## src/rtl/elevator_floor_controller_if.sv

```systemverilog
// Call/step inputs and car status outputs between the scheduler and its environment.
// The slave side is the floor controller; the master side drives buttons and step ticks.
interface elevator_floor_controller_if #(
  parameter int NUM_FLOORS = 4,
  parameter int FLOOR_W    = 2
);
  logic [NUM_FLOORS-1:0] call_req;
  logic                  step_tick;
  logic                  direction;
  logic                  stop;
  logic [FLOOR_W-1:0]    current_floor;
  logic [NUM_FLOORS-1:0] pending;
  logic                  door_open;

  modport master (
    output call_req, step_tick,
    input  direction, stop, current_floor, pending, door_open
  );

  modport slave (
    input  call_req, step_tick,
    output direction, stop, current_floor, pending, door_open
  );
endinterface

```

## src/rtl/elevator_floor_controller.sv

```systemverilog
// Elevator sweep scheduler: latches calls, counts step ticks into floors, holds the door open.
// Latency: one clock from any input to the registered outputs.
// Backpressure: none; step_tick is consumed only while moving and ignored otherwise.
module elevator_floor_controller #(
  parameter int NUM_FLOORS      = 4,
  parameter int FLOOR_W         = 2,
  parameter int STEPS_PER_FLOOR = 4096,
  parameter int STEP_W          = 16,
  parameter int DOOR_CYCLES     = 100000000,
  parameter int DOOR_W          = 27
) (
  input logic                        clock,
  input logic                        reset,
  elevator_floor_controller_if.slave bus
);
  typedef enum logic [1:0] {IDLE = 2'd0, MOVE = 2'd1, DOOR = 2'd2} state_t;

  state_t                state_q, state_d;
  logic [STEP_W-1:0]     count_q, count_d;
  logic [DOOR_W-1:0]     timer_q, timer_d;
  logic [FLOOR_W-1:0]    floor_q, floor_d, next_floor;
  logic [NUM_FLOORS-1:0] pend_q, pend_d, req;
  logic                  dir_q, dir_d, stop_q, stop_d, door_q, door_d;
  logic                  above, below, ahead;

  // Requests as seen this cycle; a press at the open-door floor only restarts the timer.
  always_comb begin
    req = pend_q | bus.call_req;
    if (state_q == DOOR) req[floor_q] = pend_q[floor_q];
    next_floor = dir_q ? floor_q + FLOOR_W'(1) : floor_q - FLOOR_W'(1);
    above = 1'b0;
    below = 1'b0;
    ahead = 1'b0;
    for (int i = 0; i < NUM_FLOORS; i++) begin
      if (FLOOR_W'(i) > floor_q) above = above | req[i];
      if (FLOOR_W'(i) < floor_q) below = below | req[i];
      if (dir_q ? (FLOOR_W'(i) > next_floor) : (FLOOR_W'(i) < next_floor)) ahead = ahead | req[i];
    end
  end

  always_comb begin
    state_d = state_q;
    count_d = count_q;
    timer_d = timer_q;
    floor_d = floor_q;
    pend_d  = req;
    dir_d   = dir_q;
    stop_d  = stop_q;
    door_d  = door_q;
    case (state_q)
      IDLE: begin
        if (req[floor_q]) begin
          state_d         = DOOR;
          pend_d[floor_q] = 1'b0;
          timer_d         = '0;
          door_d          = 1'b1;
          stop_d          = 1'b1;
        end else if (|req) begin
          // Keep sweeping if anything lies ahead, else turn around.
          state_d = MOVE;
          stop_d  = 1'b0;
          count_d = '0;
          dir_d   = dir_q ? above : ~below;
        end
      end
      MOVE: begin
        if (bus.step_tick) begin
          if (count_q == STEP_W'(STEPS_PER_FLOOR - 1)) begin
            count_d = '0;
            floor_d = next_floor;
            if (req[next_floor]) begin
              state_d            = DOOR;
              stop_d             = 1'b1;
              door_d             = 1'b1;
              timer_d            = '0;
              pend_d[next_floor] = 1'b0;
            end else if (!ahead) begin
              state_d = IDLE;
              stop_d  = 1'b1;
            end
          end else begin
            count_d = count_q + STEP_W'(1);
          end
        end
      end
      DOOR: begin
        if (bus.call_req[floor_q]) begin
          timer_d = '0;
        end else if (timer_q == DOOR_W'(DOOR_CYCLES - 1)) begin
          state_d = IDLE;
          door_d  = 1'b0;
        end else begin
          timer_d = timer_q + DOOR_W'(1);
        end
      end
      default: begin
        state_d = IDLE;
        stop_d  = 1'b1;
        door_d  = 1'b0;
      end
    endcase
  end

  always_ff @(posedge clock or negedge reset) begin
    if (!reset) begin
      state_q <= IDLE;
      count_q <= '0;
      timer_q <= '0;
      floor_q <= '0;
      pend_q  <= '0;
      dir_q   <= 1'b1;
      stop_q  <= 1'b1;
      door_q  <= 1'b0;
    end else begin
      state_q <= state_d;
      count_q <= count_d;
      timer_q <= timer_d;
      floor_q <= floor_d;
      pend_q  <= pend_d;
      dir_q   <= dir_d;
      stop_q  <= stop_d;
      door_q  <= door_d;
    end
  end

  assign bus.direction     = dir_q;
  assign bus.stop          = stop_q;
  assign bus.door_open     = door_q;
  assign bus.current_floor = floor_q;
  assign bus.pending       = pend_q;
endmodule

```

## src/flat_wrapper.sv

```systemverilog
// flat-port wrapper written by rule: the top's interface ports become plain ports
module elevator_floor_controller_flat 
#(
  parameter int NUM_FLOORS      = 4,
  parameter int FLOOR_W         = 2,
  parameter int STEPS_PER_FLOOR = 4096,
  parameter int STEP_W          = 16,
  parameter int DOOR_CYCLES     = 100000000,
  parameter int DOOR_W          = 27
)
  (clock, reset, bus_call_req, bus_step_tick, bus_direction, bus_stop, bus_current_floor, bus_pending, bus_door_open);
  elevator_floor_controller_if #(.NUM_FLOORS(NUM_FLOORS), .FLOOR_W(FLOOR_W)) bus_i ();
  input logic clock;
  input logic reset;
  input wire logic [$bits(bus_i.call_req)-1:0] bus_call_req;
  input wire logic [$bits(bus_i.step_tick)-1:0] bus_step_tick;
  output wire logic [$bits(bus_i.direction)-1:0] bus_direction;
  output wire logic [$bits(bus_i.stop)-1:0] bus_stop;
  output wire logic [$bits(bus_i.current_floor)-1:0] bus_current_floor;
  output wire logic [$bits(bus_i.pending)-1:0] bus_pending;
  output wire logic [$bits(bus_i.door_open)-1:0] bus_door_open;
  assign bus_i.call_req = bus_call_req;
  assign bus_i.step_tick = bus_step_tick;
  assign bus_direction = bus_i.direction;
  assign bus_stop = bus_i.stop;
  assign bus_current_floor = bus_i.current_floor;
  assign bus_pending = bus_i.pending;
  assign bus_door_open = bus_i.door_open;
  elevator_floor_controller #(.NUM_FLOORS(NUM_FLOORS), .FLOOR_W(FLOOR_W), .STEPS_PER_FLOOR(STEPS_PER_FLOOR), .STEP_W(STEP_W), .DOOR_CYCLES(DOOR_CYCLES), .DOOR_W(DOOR_W)) u_core (.clock(clock), .reset(reset), .bus(bus_i));
endmodule
```

## config.mk

```make
export PLATFORM = sky130hd
export DESIGN_NAME = elevator_floor_controller_flat
export DESIGN_NICKNAME = d
export VERILOG_FILES = /design/src/rtl/elevator_floor_controller_if.sv /design/src/rtl/elevator_floor_controller.sv /design/src/flat_wrapper.sv
export SDC_FILE = /design/constraint.sdc
export NUM_CORES = 1
export LEC_CHECK = 0
export ABC_AREA = 1
export CORE_ASPECT_RATIO = 0.8
export CORE_UTILIZATION = 64
export CTS_BUF_LIST = sky130_fd_sc_hd__clkbuf_4
export CTS_CLUSTER_SIZE = 24
export DETAILED_ROUTE_END_ITERATION = 8
export PLACE_DENSITY_LB_ADDON = 0.25
export SLEW_MARGIN = 30
export SYNTH_ARGS = -nofsm -noshare
export SYNTH_HDL_FRONTEND = slang
export SYNTH_SLANG_ARGS = --single-unit
```

## constraint.sdc

```tcl
create_clock -name clock -period 3 [get_ports clock]
set_input_delay 0.3 -clock clock [delete_from_list [all_inputs] [get_ports clock]]
set_output_delay 0.3 -clock clock [all_outputs]
set_load 0.005 [all_outputs]
```

==> results.toml <==
[global_route]
overflow = 0
grt_antenna_before_repair = 0
grt_pass1_vias = 3671
grt_pass1_wl_um = 17100
grt_max_degree = 55
grtUsageTotal_pct = 32.5

[power_and_ir_drop]
swShare_pct = 44.7
p_leak_nw = 2.04
p_per_area_mw_per_mm2 = 544
p_seq_share_pct = 38.1
p_sw_mw = 1.05
vdd_drop_max_mv = 0.294
pwr-share-comb_pct = 44.2
p_total_mw = 2.34
internal_power_mw = 1.30
clkPwrFrac_pct = 17.7

[floorplanning]
coreArea_sq_mm = 0.00597
die_area_sq_mm = 0.00662
row_count = 25
die_width_um = 90.7
start_util_pct = 67.4
ios = 16
die_h_um = 73.0

[routing]
vias = 3945
drtIter0Drc = 270
viasPerCell = 5.72
first_pass_iters = 5
drt-total-wl_um = 10000
wl_per_cell_um = 14.6
drc = 0
final_antenna_net_count = 0

[placement]
io_buffers = 15
place_congestion = 0.938
dp_hpwl_um = 7420
dpl.cell_count = 682

[run_status]
status = "completed"

[critical_path]
end_kind = "register"
worstSetupStartpointType = "register"
worstSetupPathType = "register to register"
slowest_stage = "dfrtp_1"
crit_top_cell = "nand2_1"
slowest_delay_ns = 0.61
cp_max_fo = 27
crit_required_ns = 3.28
critPathTopFamily = "simple AND/OR/NAND/NOR gates"
crit_buf_inv = 3
arrival_ns = 3.01
crit_chain = "inv_2, ha_1, inv_1, nand2_1, nand2_1, inv_1, nor2_1, nand3_1, nand2_2, nor2_4, nand2_4, nand4_4, nand2_1, nand2_1"

[clocking]
numCtsBuffers = 5
cts_htree_levels = 2
cts_sinks = 54
clkTransAtPathRegs_ns = 0.15
cts_buffer_depth = 2
post_cts.repair.setup_buffers = 0
cts-hold-fix-buffers = 0
tritoncts = "yes"
cts-resized-gates = 0
clk_latency_ns = 0.39
cts-root-buf = "clkbuf_4"

[timing]
rsz0062_at_grt = "no"
slew-limit-headroom_pct = 53.8
maxSlewViolCount = 0
tns_ns = 0
fmax_mhz = 367
skew_ns = 0.0136
hold_viol = 0
finalCriticalPeriod_ns = 2.73
setup_violations = 0
whs_ns = 0.00600
worst_pin_slew_ns = 0.692
final.period_utilization_pct = 90.9

[logic_synthesis]
avgSynthCellArea_sq_um = 6.81
yosys.area.top_type_share_pct = 32.3
async_flop_share_pct = 100
synth.largest_area_cell = "dfrtp_1"
ys_warn_count = 0
ys_seq_area_share_pct = 33.6
synth_area_leaders = "dfrtp_1 32%, nand2_1 16%, nand3_1 7.0%"
netlist_instances = 591
yosysUniqueCellTypes = 41
synth_fp_nets = 606
ys.flop_type = "dfrtp_1"
synth_edf_count = 0
synth.cell_area_sq_mm = 0.00403
synth-seq-cells = 54

[finish]
final_common_cell = "nand2_1"
drive_above_1_share_pct = 11.3
seq_area_sq_mm = 0.00135
num_antenna_cells = 0
nets = 623
fin_cells = 690
syn_to_final_growth_pct = 6.80
final_cell_mix = "175 x nand2_1, 62 x nor2_1, 56 x nand3_1"
multi_input_area_sq_mm = 0.00234
fillers = 525

[job]
cap_viol_max_count = 0

[hold_path]
hold_class = "primary input to asynchronous set/reset pin"
## kinds of logic (layout without fill, tap and decap cells)
logic type	after synthesis	after routing	synth area share, %
and+or+nand+nor	392	392	45.9
buffers and inverters	74	92	8.29
DFF	54	54	33.6
AOI/OAI and AO/OA	48	48	6.49
xor gates and xnor gates	15	15	3.26
adders and majority gates	8	8	2.49
## final timing paths
path	cells after the start	start	end	slack, ns
max	14	u_core.bus.current_floor[1]	u_core.timer_q[7]	0.27
min	2	reset	u_core.bus.current_floor[0]	0.006
max reg2reg	14	u_core.bus.current_floor[1]	u_core.timer_q[7]	0.27
min reg2reg	2	u_core.bus.stop	u_core.bus.stop	0.48
max in group asynchronous	2	reset	u_core.count_q[1]	2.53
min in group clock	2	u_core.bus.stop	u_core.bus.stop	0.48
## area by class of cell
cell class | count | share of cell area (%)
inverters | 63 | 5.56
clock buffers | 5 | 0.873
multi-input cells | 463 | 54.4
repair buffers | 21 | 4.42
clock inverters | 3 | 0.931
flip-flops and latches | 54 | 31.5
well taps | 81 | 2.36
## sequential cells by signal (all words and copies together) (netlist names)
| signal | cells |
|---|---|
| u_core.timer_q | 27 |
| u_core.count_q | 16 |
| u_core.bus.pending | 4 |
| u_core.bus.current_floor | 2 |
| u_core.state_q | 2 |
| u_core.bus.direction | 1 |
| u_core.bus.door_open | 1 |
| u_core.bus.stop | 1 |
## power by group through the flow
stage	clock network (mW)	logic (mW)	registers [mW]
after floorplan	0	0.821	0.872
after global placement	0	0.997	0.901
after detailed placement	0	1.02	0.904
after CTS	0.426	1.03	0.891
after global routing	0.450	1.13	0.904
final	0.413	1.03	0.893
## per-layer routing
metal  part of all wire, %  global-route usage (%)  wire, um  vias up
li1                      -                       -         -     1965
met1                    46                    43.0      4590     1830
met2                    47                    55.7      4740      130
met3                   5.4                    4.38       538       20
met4                   1.8                    11.1       181        0
met5                     0                       0         0        -
## stage by stage
step / utilization [%] / cell area [sq um] / setup slack [ns]
floorplan: - / 4030 / 0.753
global placement: 70.7 / 4220 / 0.486
detailed placement: 70.7 / 4220 / 0.325
CTS: 72.0 / 4300 / 0.304
global route: 72.0 / 4300 / 0.0916
finish: 72.0 / 4300 / 0.272
## synth_stat cells (3+ instances only)
cell type,n
or2_2,8
nand4_1,23
nor2_4,3
dfrtp_1,52
ha_1,8
nor3_1,23
a21oi_1,6
xor2_1,13
nand3_2,5
nand2_1,175
buf_4,7
nor2_1,62
nor4_1,6
o21ai_0,17
o21ai_1,17
nor2_2,3
nand3_1,56
nand2_2,18
inv_2,6
inv_1,54
(Power assumes the default switching activity.)
